### src/rtl/hazard_pkg.sv
// hazard_pkg: shared types and constants for the pipeline hazard controller.
// Contents:
//   MAX_RWIDTH     - storage width of a tracked register index. Indices up to
//                    this width are supported.
//   hazard_entry_t - per-stage writer record {valid, rd, wr, load}.
//   FWD_RF         - forwarding select meaning "read the register file".
//   HAZARD_BUBBLE  - empty stage record.
//   entry_writes() - true when a stage record writes a given non-zero index.
package hazard_pkg;

  localparam int unsigned MAX_RWIDTH = 8;

  typedef struct packed {
    logic                  valid;
    logic [MAX_RWIDTH-1:0] rd;
    logic                  wr;
    logic                  load;
  } hazard_entry_t;

  localparam int unsigned FWD_RF = 0;

  localparam hazard_entry_t HAZARD_BUBBLE = '0;

  // x0 is hard-wired to zero, so a write to it never creates a dependency.
  function automatic logic entry_writes(hazard_entry_t e, logic [MAX_RWIDTH-1:0] x);
    return e.valid & e.wr & (e.rd == x) & (x != '0);
  endfunction

endpackage

### src/rtl/hazard_match.sv
// hazard_match: combinational dependency search for one decode source.
// Ports:
//   src_i      - source register index, zero-extended to MAX_RWIDTH.
//   used_i     - source is actually read by the decode instruction.
//   entries_i  - stage records for stages 1..NSTAGES-1 (index 0 = stage 1).
//                The writeback stage is not searched because the register
//                file is write-first.
//   hit_o      - some searched stage writes the source.
//   load_hit_o - stage 1 is a load that writes the source.
//   idx_o      - lowest stage number that writes the source, FWD_RF if none.
module hazard_match
  import hazard_pkg::*;
#(
  parameter  int unsigned NSTAGES = 3,
  localparam int unsigned FW      = $clog2(NSTAGES + 1)
) (
  input  logic [MAX_RWIDTH-1:0]       src_i,
  input  logic                        used_i,
  input  hazard_entry_t [NSTAGES-2:0] entries_i,
  output logic                        hit_o,
  output logic                        load_hit_o,
  output logic [FW-1:0]               idx_o
);

  // Scan oldest to youngest so the youngest writer is the last to overwrite.
  always_comb begin
    hit_o      = 1'b0;
    load_hit_o = 1'b0;
    idx_o      = FW'(FWD_RF);
    if (used_i) begin
      for (int k = int'(NSTAGES) - 2; k >= 0; k--) begin
        if (entry_writes(entries_i[k], src_i)) begin
          hit_o = 1'b1;
          idx_o = FW'(k + 1);
        end
      end
      load_hit_o = entries_i[0].load & entry_writes(entries_i[0], src_i);
    end
  end

endmodule

### src/rtl/hazard_ctrl.sv
// hazard_ctrl: RAW hazard, forwarding and flush controller for the pipelined
// RISC-V core. Tracks in-flight writers across NSTAGES post-decode stages
// (stage 1 = execute, stage NSTAGES = writeback).
// Build option: define HAZARD_FWD_EN to enable forwarding; only load-use
// hazards then stall. Without it fwd_* are 0 and any in-flight writer of a
// used source (stages 1..NSTAGES-1) stalls decode.
// Ports:
//   clk, reset                 - core clock, synchronous active-high reset.
//   d_valid_i                  - decode holds a real instruction.
//   d_rs1_i/d_rs2_i            - decode source indices.
//   d_rs1_used_i/d_rs2_used_i  - source is read by the opcode.
//   d_rd_i, d_regwren_i        - decode destination and write enable.
//   d_memren_i                 - decode instruction is a load.
//   redirect_i                 - execute resolved a taken branch/jump.
//   stall_o                    - hold PC/decode, bubble into stage 1.
//   flush_o                    - kill fetch and decode.
//   fwd_rs1_o/fwd_rs2_o        - 0 = register file, k = result of stage k.
//   stage_valid_o              - valid bit per tracked stage (bit 0 = stage 1).
//   stall_cnt_o/flush_cnt_o    - saturating event counters.
// RWIDTH must not exceed hazard_pkg::MAX_RWIDTH; NSTAGES must be at least 2.
module hazard_ctrl
  import hazard_pkg::*;
#(
  parameter  int unsigned NSTAGES = 3,
  parameter  int unsigned RWIDTH  = 5,
  parameter  int unsigned CWIDTH  = 32,
  localparam int unsigned FW      = $clog2(NSTAGES + 1)
) (
  input  logic               clk,
  input  logic               reset,
  input  logic               d_valid_i,
  input  logic [RWIDTH-1:0]  d_rs1_i,
  input  logic [RWIDTH-1:0]  d_rs2_i,
  input  logic               d_rs1_used_i,
  input  logic               d_rs2_used_i,
  input  logic [RWIDTH-1:0]  d_rd_i,
  input  logic               d_regwren_i,
  input  logic               d_memren_i,
  input  logic               redirect_i,
  output logic               stall_o,
  output logic               flush_o,
  output logic [FW-1:0]      fwd_rs1_o,
  output logic [FW-1:0]      fwd_rs2_o,
  output logic [NSTAGES-1:0] stage_valid_o,
  output logic [CWIDTH-1:0]  stall_cnt_o,
  output logic [CWIDTH-1:0]  flush_cnt_o
);

  hazard_entry_t [NSTAGES-1:0] stage_q, stage_d;
  logic [CWIDTH-1:0]           stall_cnt_q, stall_cnt_d;
  logic [CWIDTH-1:0]           flush_cnt_q, flush_cnt_d;

  logic [MAX_RWIDTH-1:0] rs1_ext, rs2_ext, rd_ext;
  logic                  rs1_hit, rs1_load_hit, rs2_hit, rs2_load_hit;
  logic [FW-1:0]         rs1_idx, rs2_idx;
  logic                  stall_raw;
  logic                  unused_match;

  assign rs1_ext = MAX_RWIDTH'(d_rs1_i);
  assign rs2_ext = MAX_RWIDTH'(d_rs2_i);
  assign rd_ext  = MAX_RWIDTH'(d_rd_i);

  // Dependency search, one instance per decode source.
  hazard_match #(.NSTAGES(NSTAGES)) u_match_rs1 (
    .src_i      (rs1_ext),
    .used_i     (d_rs1_used_i),
    .entries_i  (stage_q[NSTAGES-2:0]),
    .hit_o      (rs1_hit),
    .load_hit_o (rs1_load_hit),
    .idx_o      (rs1_idx)
  );

  hazard_match #(.NSTAGES(NSTAGES)) u_match_rs2 (
    .src_i      (rs2_ext),
    .used_i     (d_rs2_used_i),
    .entries_i  (stage_q[NSTAGES-2:0]),
    .hit_o      (rs2_hit),
    .load_hit_o (rs2_load_hit),
    .idx_o      (rs2_idx)
  );

  // A redirect only counts when the branch/jump in execute is real.
  assign flush_o = redirect_i & stage_q[0].valid;

`ifdef HAZARD_FWD_EN
  assign stall_raw    = rs1_load_hit | rs2_load_hit;
  assign fwd_rs1_o    = d_valid_i ? rs1_idx : FW'(FWD_RF);
  assign fwd_rs2_o    = d_valid_i ? rs2_idx : FW'(FWD_RF);
  assign unused_match = ^{rs1_hit, rs2_hit, stage_q[NSTAGES-1]};
`else
  assign stall_raw    = rs1_hit | rs2_hit;
  assign fwd_rs1_o    = FW'(FWD_RF);
  assign fwd_rs2_o    = FW'(FWD_RF);
  assign unused_match = ^{rs1_load_hit, rs2_load_hit, rs1_idx, rs2_idx,
                          stage_q[NSTAGES-1]};
`endif

  // Flush wins: the decode instruction is discarded, so there is nothing to hold.
  assign stall_o = d_valid_i & stall_raw & ~flush_o;

  // Stage valid bits.
  always_comb begin
    stage_valid_o = '0;
    for (int k = 0; k < int'(NSTAGES); k++) begin
      stage_valid_o[k] = stage_q[k].valid;
    end
  end

  assign stall_cnt_o = stall_cnt_q;
  assign flush_cnt_o = flush_cnt_q;

  // Next state: shift the writer pipeline and update saturating counters.
  always_comb begin
    stage_d     = stage_q;
    stall_cnt_d = stall_cnt_q;
    flush_cnt_d = flush_cnt_q;

    for (int k = 1; k < int'(NSTAGES); k++) begin
      stage_d[k] = stage_q[k-1];
    end

    if (stall_o || flush_o || !d_valid_i) begin
      stage_d[0] = HAZARD_BUBBLE;
    end else begin
      stage_d[0] = '{valid: 1'b1, rd: rd_ext, wr: d_regwren_i, load: d_memren_i};
    end

    if (stall_o && (stall_cnt_q != '1)) begin
      stall_cnt_d = stall_cnt_q + CWIDTH'(1);
    end
    if (flush_o && (flush_cnt_q != '1)) begin
      flush_cnt_d = flush_cnt_q + CWIDTH'(1);
    end
  end

  // State register.
  always_ff @(posedge clk) begin
    if (reset) begin
      stage_q     <= '0;
      stall_cnt_q <= '0;
      flush_cnt_q <= '0;
    end else begin
      stage_q     <= stage_d;
      stall_cnt_q <= stall_cnt_d;
      flush_cnt_q <= flush_cnt_d;
    end
  end

endmodule
### config.mk
export PLATFORM = sky130hd
export DESIGN_NAME = hazard_ctrl
export DESIGN_NICKNAME = d
export VERILOG_FILES = /design/src/rtl/hazard_pkg.sv /design/src/rtl/hazard_match.sv /design/src/rtl/hazard_ctrl.sv
export SDC_FILE = /design/constraint.sdc
export NUM_CORES = 1
export LEC_CHECK = 0
export ABC_AREA = 1
export BUFFER_PORTS_ARGS = -buffer_cell sky130_fd_sc_hd__buf_2
export CORE_ASPECT_RATIO = 0.7
export CORE_UTILIZATION = 39
export DETAILED_ROUTE_END_ITERATION = 12
export PLACE_DENSITY = 0.61
export REMOVE_ABC_BUFFERS = 1
export SYNTH_ARGS = -nofsm -noshare
export SYNTH_HDL_FRONTEND = slang
export SYNTH_SLANG_ARGS = --single-unit
export TNS_END_PERCENT = 10
### constraint.sdc
create_clock -name clk -period 3.1 [get_ports clk]
set_input_delay 0.155 -clock clk [delete_from_list [all_inputs] [get_ports clk]]
set_output_delay 0.155 -clock clk [all_outputs]
set_load 0.005 [all_outputs]
# Word level (Yosys, flattened, before mapping)
# Cells that the tools add are included.
[op_classes]
n_addsub = 2
eq_ne = 6
muxes = 7
n_bitwise = 15
reduce_logical = 8
[ops]
columns = ["cell", "n"]
rows = [
  ["adder 32 x 1 -> 32 bit, second input constant", 2],
  ["!= test 32 bit, second input constant", 2],
  ["== test 8 x 5 -> 1 bit", 4],
  ["nonzero test 8 bit", 2],
  ["bitwise AND 1 bit", 13],
  ["2-to-1 mux 11 bit", 1],
  ["2-to-1 mux 1 bit", 6],
  ["logical AND 1 bit", 2],
  ["logical OR 1 bit", 2],
  ["OR reduction 2 bit", 1],
  ["logical NOT 1 bit", 1],
  ["NOT 1 bit", 1],
  ["bitwise OR 1 bit", 1],
]
[totals]
reg_bits = 85
inputBits = 23
output_inout_bits = 73
word_cells = 48

# Logic depth before layout (Yosys ltp)
# Gate-level depths: netlist (run 1).
[logic_depth]
depth_word = 12
depth_mapped = 14
depth_no_buf = 13

# Modules after synthesis
# From an unflattened synthesis (run 1), not the netlist that was laid out.
[hier_totals]
hier_cells = 876
hier_area_um2 = 5180.0
[modules_own_cells]
columns = ["mod", "instances", "cells_per_inst", "area_each_um2", "seq_area_each_um2"]
rows = [
  ["hazard_ctrl", 1, 712, 4436.8, 1621.6],
  ["hazard_match", 2, 82, 371.6, 0.0],
]

# Worst setup path before layout (run 1)
# Ideal clock, no wire load.
[synth_path]
path_type = "register to register"
startpoint = "register flush_cnt_q[0], in the netlist flush_cnt_o[0]"
endpoint = "register flush_cnt_q[17], in the netlist flush_cnt_o[17]"
setup_ns = 0.129
arrival_time_ns = 1.593
required_time_ns = 2.971
path_slack_ns = 1.379
stages_incl_launch_ff = 13
path_buffers = 1
synth_period_minus_slack_ns = 1.721
path_cell_list = "dfxtp_1 > ha_1 > nand2_1 > nor2_1 > nand2_1 > nor2_1 > nand2_1 > nand2_4 > inv_2 > buf_6 > nand3_1 > nand2_1 > nor3b_2"
[synth_between]
elab_chain_cells = 2
word_cells_on_any_way = 3
cone_classes = "1 x add/sub; 1 x eq/ne; 1 x reduce/logical"
[synth_rtl]
columns = ["item", "line_no", "rtl"]
rows = [
  ["start: declaration", "hazard_ctrl.sv:51", "logic [CWIDTH-1:0] flush_cnt_q, flush_cnt_d;"],
  ["start signal: assignment", "hazard_ctrl.sv:145", "flush_cnt_q <= flush_cnt_d;"],
  ["branches (longest 2 deep; another with adder 32 x 1 -> 32 bit)", "-", ""],
]
# Parallel ways; which one is timed is not known.
# A chain may end at the register's enable or synchronous reset.

# Worst setup path in the final report (run 1)
[layout_path]
startpoint = "register flush_cnt_q[0], in the netlist flush_cnt_o[0]"
endpoint = "register flush_cnt_q[28], in the netlist flush_cnt_o[28]"
# Same word-level chain as after synthesis.

==> impl_summary.txt, run 1 <==
----------------------------------------------------
[STA]
  Maximum clock frequency ... about 440 MHz
  Worst clock skew ... 0.00636 ns
  Finish-stage setup viols ... 0
  Total negative slack ... 0 ns
  Share of the cycle needed by the critical path after routing ... between 70% and 80%
  Pin slew with the least headroom to its limit ... 0.495 ns
  Fin crit period ... 2.28 ns
  Number of hold-slack violations in the final timing report ... 0
  Count of final max-slew check failures ... 0
  Relative slew slack ... about 67%
  Unrepaired setup endpoints after global routing ... false

[CTS]
  Postcts setup bufs ... 0
  CTS-repair resized insts ... 0
  Clock tree from TritonCTS ... built
  Worst-path clk slew ... 0.06 ns
  Clock root buffer ... sky130_fd_sc_hd__clkbuf_16
  Post-CTS Hold Fix Bufs ... 0
  Clock sink total ... 79
  Max clock buf depth ... 2
  Clock Latency Late Sink ... 0.34 ns
  Number of H-tree levels ... 3
  Number of clock buffers inserted by TritonCTS ... 9

[Power]
  Sequential fraction of design power ... between 40 and 50%
  VDD IR-drop max ... 0.248 mV
  Post-layout power ... 2.11 mW
  Cell-internal power ... about 1.6 mW
  PD cells ... 385 nW/um^2
  Switching power share of the total ... 23.1%
  Portion of total power attributed to combinational logic ... between 5 and 6%
  Fraction of power consumed by the clock network ... 45.8%
  Switching power summed over all nets ... 0.487 mW
  Leakage power summed over all cells ... 2.37 nW

[Drt]
  Number of DRC markers after the initial detailed-route iteration ... between 200 and 300
  Post-route DRC ... 0
  Average wire per standard cell ... 11.8 um
  Vias post-DR ... 4711
  Number of nets with antenna violations after detailed routing ... 0
  Drt first pass iters ... 5
  Sum of routed wire length over all layers ... 11800 um
  Number of vias per cell after detailed routing ... between 4 and 5

[Floorplanning]
  Standard-cell rows ... 33
  Initial Util ... 40.0%
  Overall die area ... about 12000 sq um
  Chip Height ... ~94 um
  Io pins ... 96
  Die width ... 133 um
  Core footprint ... 11700 sq um

[Placed design]
  Global placer's final weighted congestion ... 0.901
  Port-buffer cells ... 90
  Detail Placement HPWL ... 8850 um

[Logic synthesis]
  Total of warnings raised by yosys ... 0
  Compound-cell area share of the yosys netlist ... 7.63%
  Post-Synth Simple-Gate Area ... 44.0%
  Fraction of the yosys area taken by sequential cells ... 33.9%
  FF+latch count, synth ... 79
  Cell count after synthesis ... 757
  Post-Synth Adder-Cell Area ... 0.536%
  Mapped Area ... 4670 sq um
  XOR/XNOR Fraction of Synth Area ... 1.88%
  Dominant combinational cell family by area after synthesis ... simple AND/OR/NAND/NOR gates
  Count of different cell masters after synthesis ... 40
  Post-Syn Area per Cell ... 6.17 sq um
  Multiplexer share of the synthesized area ... 0%

[GRT]
  Gr usage total ... between 10% and 20%
  Sum of overflow across all layers after global routing ... 0
  Via count of the first global-routing pass ... 3993
  Global-route wire length before repair ... between 15000 and 20000 um
  GR met1 Demand/Resource ... 28.4%
  GRT met2 Usage ... 29.6%
  Peak-usage layer in the global routing report ... met2
  Maximum number of pins on one net before global-route repair ... 38
  Number of antenna violations at the first check in global routing ... 0
  Met3 Track Usage GR ... approximately 4.6%

[Min path]
  Worst Min Path Start ... d_rd_i[2]
  Min-Delay Endpoint ... stage_d[15]
  Number of cells traversed by the worst hold path ... 3
  Worst min-delay path category ... in -> reg

[Critical path]
  Startpoint kind of the worst setup timing path ... register
  WP data arrival ... 2.50 ns
  Type of destination of the critical path ... register
  R2r startpoint ... flush_cnt_o[0]
  Worst Setup Path Type ... reg -> reg
  Required time of the worst setup path ... ~3.3 ns
  R2r worst-path depth ... 13
  Critical path fanouts, max ... 23
  Worst R2R Setup Slack ... 0.82 ns
  Destination of the worst register-to-register timing path ... flush_cnt_o[28]

[Final layout]
  Final Core Density ... 46.8%
  Layout area overhead ... 17.1%
  Ant. Diodes ... 0
  NumNets Final ... between 800 and 900
  Share of cells above drive strength 1 ... between 10% and 20%

[Status]
  Run status ... completed

[Flow run]
  Number of violations of the max-capacitance limit ... 0

----------------------------------------------------
==> flip-flops by register name (all words and copies together) (netlist names) <==
name	cells
stage_valid_o	3
flush_cnt_o	32
stage_d	12
stall_cnt_o	32
==> power by group through the flow <==
stage / clock network, mW / registers [mW] / logic (mW)
3_3_place_gp: 0 / 1.05 / 0.112
4_1_cts: 0.987 / 1.03 / 0.112
6_report: 0.966 / 1.03 / 0.111
2_1_floorplan: 0 / 1.05 / 0.0628
3_5_place_dp: 0 / 1.05 / 0.111
5_1_grt: 1.03 / 1.03 / 0.128
==> cell usage in the layout, fill, tap and decap left out, types with 2 or more instances in the layout <==
cell | netlist | layout
sky130_fd_sc_hd__a21oi_1 | 23 | 23
sky130_fd_sc_hd__buf_2 | 5 | 90
sky130_fd_sc_hd__buf_4 | 6 | 2
sky130_fd_sc_hd__clkbuf_1 | 7 | 4
sky130_fd_sc_hd__clkbuf_16 | 0 | 9
sky130_fd_sc_hd__clkinv_1 | 2 | 2
sky130_fd_sc_hd__conb_1 | 1 | 4
sky130_fd_sc_hd__dfxtp_1 | 79 | 79
sky130_fd_sc_hd__ha_1 | 2 | 2
sky130_fd_sc_hd__inv_1 | 106 | 106
sky130_fd_sc_hd__inv_2 | 6 | 6
sky130_fd_sc_hd__nand2_1 | 215 | 215
sky130_fd_sc_hd__nand2_2 | 2 | 2
sky130_fd_sc_hd__nand2_4 | 3 | 3
sky130_fd_sc_hd__nand3_1 | 24 | 24
sky130_fd_sc_hd__nand3_4 | 2 | 2
sky130_fd_sc_hd__nand4_1 | 23 | 23
sky130_fd_sc_hd__nor2_1 | 138 | 138
sky130_fd_sc_hd__nor2_2 | 5 | 5
sky130_fd_sc_hd__nor2_4 | 5 | 5
sky130_fd_sc_hd__nor3_1 | 33 | 33
sky130_fd_sc_hd__nor3b_1 | 2 | 2
sky130_fd_sc_hd__nor3b_2 | 2 | 2
sky130_fd_sc_hd__nor4_1 | 3 | 3
sky130_fd_sc_hd__o21ai_0 | 27 | 27
sky130_fd_sc_hd__o21ai_1 | 3 | 3
sky130_fd_sc_hd__o21bai_1 | 9 | 9
sky130_fd_sc_hd__xnor2_1 | 7 | 7
sky130_fd_sc_hd__xor2_1 | 3 | 3
==> cells in the mapped netlist, drive strengths merged <==
master  number  share of area, %
xor2         3              0.56
nand3b       2              0.40
or2          1              0.13
nand2      220                18
clkbuf       7              0.56
nand4       24               3.5
and3         1              0.13
nor3b        4              0.86
dfxtp       79                34
conb         1             0.080
nor4         3              0.40
nor3        34               3.8
a21oi       23               2.5
o21ba        1              0.21
xnor2        7               1.3
a31oi        1              0.13
buf         15               2.3
clkinv       2              0.16
o21bai       9               1.4
o31ai        1              0.16
ha           2              0.54
o21ai       30               3.2
nand3       27               3.5
nor2       148                13
inv        112               9.0
==> layer usage <==
metal | vias up | part of all wire [%]
li1 | 2521 | -
met1 | 2063 | 54
met2 | 117 | 41
met3 | 10 | 4.9
met4 | 0 | 0.95
met5 | - | 0
==> cell families after synthesis <==
logic type                 count (synthesis)
xor gates and xnor gates                  10
adders and majority gates                  2
and+or+nand+nor                          464
buffers and inverters                    136
DFF                                       79
other                                      1
AOI/OAI and AO/OA                         65
==> worst max-delay path by stage <==
stage / from / to / slack [ns] / cells after the start
after floorplan: flush_cnt_o[0] / flush_cnt_o[28] / 1.24 / 13
after global placement: flush_cnt_o[0] / flush_cnt_o[28] / 0.85 / 13
after detailed placement: flush_cnt_o[0] / flush_cnt_o[28] / 0.83 / 13
after CTS: flush_cnt_o[0] / flush_cnt_o[28] / 0.81 / 13
after global routing: flush_cnt_o[0] / flush_cnt_o[28] / 0.47 / 13
final: flush_cnt_o[0] / flush_cnt_o[28] / 0.82 / 13
==> critical path: stages, from the launching register on <==
cell	delay [ns]
sky130_fd_sc_hd__dfxtp_1	0.34
sky130_fd_sc_hd__ha_1	0.22
sky130_fd_sc_hd__nand2_1	0.11
sky130_fd_sc_hd__nor2_1	0.06
sky130_fd_sc_hd__nand2_1	0.16
sky130_fd_sc_hd__nor2_1	0.09
sky130_fd_sc_hd__nand2_1	0.11
sky130_fd_sc_hd__nand2_4	0.14
sky130_fd_sc_hd__inv_2	0.36
sky130_fd_sc_hd__nand2_1	0.22
sky130_fd_sc_hd__nor2_1	0.18
sky130_fd_sc_hd__nand2_1	0.07
sky130_fd_sc_hd__nand2_1	0.06
sky130_fd_sc_hd__nor2_1	0.04
==> through the flow <==
step                cells  hold slack, ns  worst slack, ns  cell area, sq um
finish               1002          0.0294            0.823              5470
global route         1002          0.0229            0.466              5470
CTS                  1002          0.0183            0.805              5470
detailed placement    987           0.374            0.827              5210
global placement      987           0.375            0.848              5210
floorplan             738           0.224             1.24              4550
==> final cells by class <==
| cell class | count | area (sq um) |
|---|---|---|
| Fill cell | 1264 | 6220 |
| Multi-Input combinational cell | 545 | 2540 |
| Sequential cell | 79 | 1580 |
| Timing Repair Buffer | 92 | 465 |
| Inverter | 114 | 428 |
| Clock buffer | 14 | 254 |
| Tap cell | 157 | 196 |
| Clock inverter | 1 | 5.00 |
No activity file was read; power rests on OpenSTA's default activity.
==> run 2: changes to the inputs <==
--- a/config.mk
+++ b/config.mk
@@ -5,12 +5,12 @@
 export SDC_FILE = /design/constraint.sdc
 export NUM_CORES = 1
 export LEC_CHECK = 0
-export ABC_AREA = 1
+export ABC_AREA = 0
 export BUFFER_PORTS_ARGS = -buffer_cell sky130_fd_sc_hd__buf_2
 export CORE_ASPECT_RATIO = 0.7
 export CORE_UTILIZATION = 39
 export DETAILED_ROUTE_END_ITERATION = 12
-export PLACE_DENSITY = 0.61
+export PLACE_DENSITY = 0.64
 export REMOVE_ABC_BUFFERS = 1
 export SYNTH_ARGS = -nofsm -noshare
 export SYNTH_HDL_FRONTEND = slang
==> constraint.sdc (replaced) <==
create_clock -name clk -period 1.9 [get_ports clk]
set_input_delay 0.095 -clock clk [delete_from_list [all_inputs] [get_ports clk]]
set_output_delay 0.095 -clock clk [all_outputs]
set_load 0.005 [all_outputs]
==> run 2 against run 1 <==
  * The flow now finishes with violations (setup timing)
  * First-iteration DRC count decreased by 22%
  * Worst hold slack improved by 0.27 ns
  * Sequential share of layout area decreased by 2.2 points
  * Highest routed layer unchanged
==> impl_summary.txt, run 2 <==
----------------------------------------------------
[Power]
  Switching power summed over all nets ... 0.770 mW (+58%)
  Cell-internal power ... 2.83 mW (+75%)
  Sequential fraction of design power ... 46.6% (-2.3 points)
  Leakage power summed over all cells ... 2.46 nW (+3.8%)
  VDD IR-drop max ... 0.432 mV (+74%)
  Switching power share of the total ... 21.4% (-1.7 points)
  Portion of total power attributed to combinational logic ... 5.1% (-0.2 points)
  Fraction of power consumed by the clock network ... 48.2% (+2.4 points)
  PD cells ... 606 nW/um^2 (+57%)

[GRT]
  Number of antenna violations at the first check in global routing ... 0 (unchanged)
  Gr usage total ... 21.3% (+1.4 points)
  Via count of the first global-routing pass ... 3855 (-3.5%)
  Sum of overflow across all layers after global routing ... 0 (unchanged)
  Maximum number of pins on one net before global-route repair ... 46 (+21%)
  Global-route wire length before repair ... 18800 um (-4.7%)

[Critical path]
  Worst Setup Path Type ... reg -> reg
  CP max-delay cell ... sky130_fd_sc_hd__or4_4
  WP data arrival ... 2.46 ns (-0.04 ns)
  Critical path fanouts, max ... 7 (-70%)
  Startpoint kind of the worst setup timing path ... register
  Worst path max stage delay ... 0.51 ns (+0.15 ns)
  Cells traversed along the worst timing path ... xor2_1 > nor4_2 > a22oi_2 > o32a_4 > or4_4 > a21oi_2
  Required time of the worst setup path ... 2.16 ns (-1.17 ns)
  Type of destination of the critical path ... register
  R2r worst-path depth ... 6 (-7)

[Logic synthesis]
  Most numerous cell types in the synthesized netlist ... sky130_fd_sc_hd__dfxtp_1, sky130_fd_sc_hd__nor2_1, sky130_fd_sc_hd__nand2_1
  Mapped Area ... 4080 sq um (-13%)
  Asr flop ratio synth ... 0% (unchanged)
  Most numerous cell in the Yosys netlist ... sky130_fd_sc_hd__dfxtp_1
  Leading cell types by total area after synthesis ... sky130_fd_sc_hd__dfxtp_1, sky130_fd_sc_hd__nor2_1, sky130_fd_sc_hd__xnor2_1, sky130_fd_sc_hd__xor2_1, sky130_fd_sc_hd__nand4_1
  Post-Synth Adder-Cell Area ... 0.613% (+0.078 points)
  Top flip-flop cell by instance count after synthesis ... sky130_fd_sc_hd__dfxtp_1
  Cell count after synthesis ... 484 (-36%)
  Post-Synth Simple-Gate Area ... 33.6% (-10 points)
  FF+latch count, synth ... 79 (unchanged)
  Post-synth EDFFs ... 0 (unchanged)
  Multiplexer share of the synthesized area ... 3.22% (+3.2 points)
  Post-Syn Area per Cell ... 8.43 sq um (+37%)
  Count of different cell masters after synthesis ... 44 (+10%)
  Total of warnings raised by yosys ... 0 (unchanged)
  Fraction of the yosys area taken by sequential cells ... 38.8% (+4.9 points)
  Dominant combinational cell family by area after synthesis ... simple AND/OR/NAND/NOR gates
  Cell type with the largest total area after synthesis ... sky130_fd_sc_hd__dfxtp_1
  Compound-cell area share of the yosys netlist ... 7.88% (+0.25 points)
  XOR/XNOR Fraction of Synth Area ... 10.5% (+8.6 points)
  Fraction of synthesized cell area taken by the top area cell type ... 38.8% (+4.9 points)

[STA]
  Share of the cycle needed by the critical path after routing ... 116% (+42 points)
  Post-layout worst setup margin ... -0.301 ns (-1.12 ns)
  Relative slew slack ... 41.2% (-26 points)
  Unrepaired setup endpoints after global routing ... true
  Pin slew with the least headroom to its limit ... 0.882 ns (+0.387 ns)
  Count of final max-slew check failures ... 0 (unchanged)
  Number of hold-slack violations in the final timing report ... 0 (unchanged)
  Worst clock skew ... 0.00366 ns (-0.00270 ns)
  Total negative slack ... -8.97 ns (-8.97 ns)
  Maximum clock frequency ... 454 MHz (+3.4%)
  Fin crit period ... 2.20 ns (-0.0753 ns)
  Finish-stage setup viols ... 42 (+42)

[CTS]
  Number of H-tree levels ... 3 (unchanged)
  Clock tree from TritonCTS ... built
  Max clock buf depth ... 2 (unchanged)
  Clock Latency Late Sink ... 0.33 ns (about the same)
  Worst-path clk slew ... 0.06 ns (about the same)
  Number of clock buffers inserted by TritonCTS ... 9 (unchanged)
  Clock sink total ... 79 (unchanged)
  Clock root buffer ... sky130_fd_sc_hd__clkbuf_16
  Postcts setup bufs ... 0 (unchanged)

[Floorplanning]
  Core footprint ... 9910 sq um (-15%)
  Chip Height ... 87.6 um (-6.4%)
  Overall die area ... 10900 sq um (-12%)
  Initial Util ... 41.2% (+1.2 points)
  Die width ... 124 um (-6.4%)
  Io pins ... 96 (unchanged)
  Standard-cell rows ... 30 (-9.1%)

[Drt]
  Sum of routed wire length over all layers ... 12000 um (+1.3%)
  Number of vias per cell after detailed routing ... 5.32 (+13%)
  Vias post-DR ... 4234 (-10%)
  Number of nets with antenna violations after detailed routing ... 0 (unchanged)
  Drt first pass iters ... 5 (unchanged)
  Post-route DRC ... 0 (unchanged)
  Average wire per standard cell ... 15.0 um (+27%)
  Number of DRC markers after the initial detailed-route iteration ... 204 (-22%)

[Placed design]
  Port-buffer cells ... 90 (unchanged)
  Detail Placement HPWL ... 7950 um (-10%)
  Number of cells in the design after placement ... 771 (-22%)
  Global placer's final weighted congestion ... 0.871 (-3.3%)

[Status]
  Run status ... finished with violations
  Violated checks ... setup timing

[Final layout]
  Share of cells above drive strength 1 ... 38.8% (+23 points)
  Layout area overhead ... 45.7%
  NumNets Final ... 689 (-20%)
  Most common library cell in the layout ignoring fill and taps ... sky130_fd_sc_hd__buf_4
  Cell Count, Final, Fillers Out ... 796 (-21%)
  Most frequent cells in the layout ... sky130_fd_sc_hd__buf_4, sky130_fd_sc_hd__buf_2, sky130_fd_sc_hd__dfxtp_1
  Ant. Diodes ... 0 (unchanged)

[Flow run]
  Number of violations of the max-capacitance limit ... 0 (unchanged)

[Min path]
  Worst min-delay path category ... in -> reg
  Number of cells traversed by the worst hold path ... 6 (+3)

----------------------------------------------------
-- run 2: cell types whose count changed in the layout (fill, tap and decap cells not counted), moves of 11 or more --
cell	before	now
sky130_fd_sc_hd__inv_1	106	15
sky130_fd_sc_hd__xor2_1	3	23
sky130_fd_sc_hd__nor2_1	138	61
sky130_fd_sc_hd__nor2b_1	0	18
sky130_fd_sc_hd__buf_4	2	91
sky130_fd_sc_hd__or4_1	0	13
sky130_fd_sc_hd__xnor2_1	7	25
sky130_fd_sc_hd__o31ai_1	1	13
sky130_fd_sc_hd__o21ai_0	27	11
sky130_fd_sc_hd__or3_1	0	11
sky130_fd_sc_hd__nor3_1	33	14
sky130_fd_sc_hd__nand2_1	215	27
-- run 2: routing by layer --
layer / up-vias / global-route usage (%) / part of all wire [%]
met1: 2014 / 28.8 / 48
met2: 103 / 33.9 / 45
met3: 13 / 5.44 / 4.8
li1: 2104 / - / -
met4: 0 / 6.13 / 1.4
met5: - / 0 / 0
-- run 2: cell type report --
| type | instances | area, sq um |
|---|---|---|
| inverters | 15 | 56.3 |
| clock buffers | 12 | 256 |
| well taps | 128 | 160 |
| clock inverters | 3 | 42.5 |
| flip-flops and latches | 79 | 1590 |
| multi-input cells | 368 | 2570 |
| repair buffers | 191 | 1260 |
| fillers | 908 | 3970 |
-- run 2: metrics by stage --
| step | hold WS (ns) | area (sq um) | setup slack, ns | utilization [%] | power [mW] |
|---|---|---|---|---|---|
| floorplan | 0.164 | 3930 | -0.634 | - | 1.77 |
| global placement | 0.308 | 5290 | -0.308 | 53.4 | 1.86 |
| detailed placement | 0.315 | 5290 | -0.447 | 53.4 | 1.87 |
| CTS | 0.294 | 5770 | -0.320 | 58.2 | 3.63 |
| global route | 0.318 | 5940 | -0.405 | 60.0 | 3.73 |
| finish | 0.297 | 5940 | -0.301 | 60.0 | 3.60 |
-- run 2: cell families (layout without fill, tap and decap cells) --
group                    count (synthesis)  count (layout)
multiplexers                            10              10
AO/OA/AOI/OAI                           53              57
other                                    1               4
AND/OR/NAND/NOR                        246             246
XOR/XNOR                                49              49
adder cells (fa/ha/maj)                  2               2
buffers and inverters                   44             221
flip-flops                              79              79
-- run 2: timing repair --
| item | 4_1_cts | 5_1_grt |
|---|---|---|
| gates resized for setup | 13 | 35 |
| pin swaps | 14 | 16 |
| hold buffers | 6 | 0 |
| setup endpoints to repair | 38 | 65 |
| cloned | 3 | 1 |
| endpoints found under the hold margin | 6 | 0 |
-- run 2: worst paths after layout --
| check | start | to | slack, ns |
|---|---|---|---|
| worst min-delay path | redirect_i | flush_cnt_o[1] | 0.30 |
| worst max-delay path | stage_d[28] | stall_cnt_o[24] | -0.30 |
| worst min register to register | stage_d[12] | stage_d[23] | 0.46 |
| worst max register to register | stage_d[28] | stall_cnt_o[24] | -0.30 |
-- run 2: worst max-delay path: cells and delay by family, from the launching register on --
family | cells | cell delay, ns
compound gates | 3 | 0.80
simple gates | 2 | 0.80
xor+xnor | 1 | 0.19
flops | 1 | 0.33
-- run 2: power groups by stage --
stage               Clock (mW)  Combinational, mW  Sequential, mW
floorplan                    0             0.0520            1.72
global placement             0              0.149            1.71
detailed placement           0              0.152            1.72
CTS                       1.78              0.174            1.68
global route              1.85              0.202            1.68
finish                    1.74              0.185            1.68
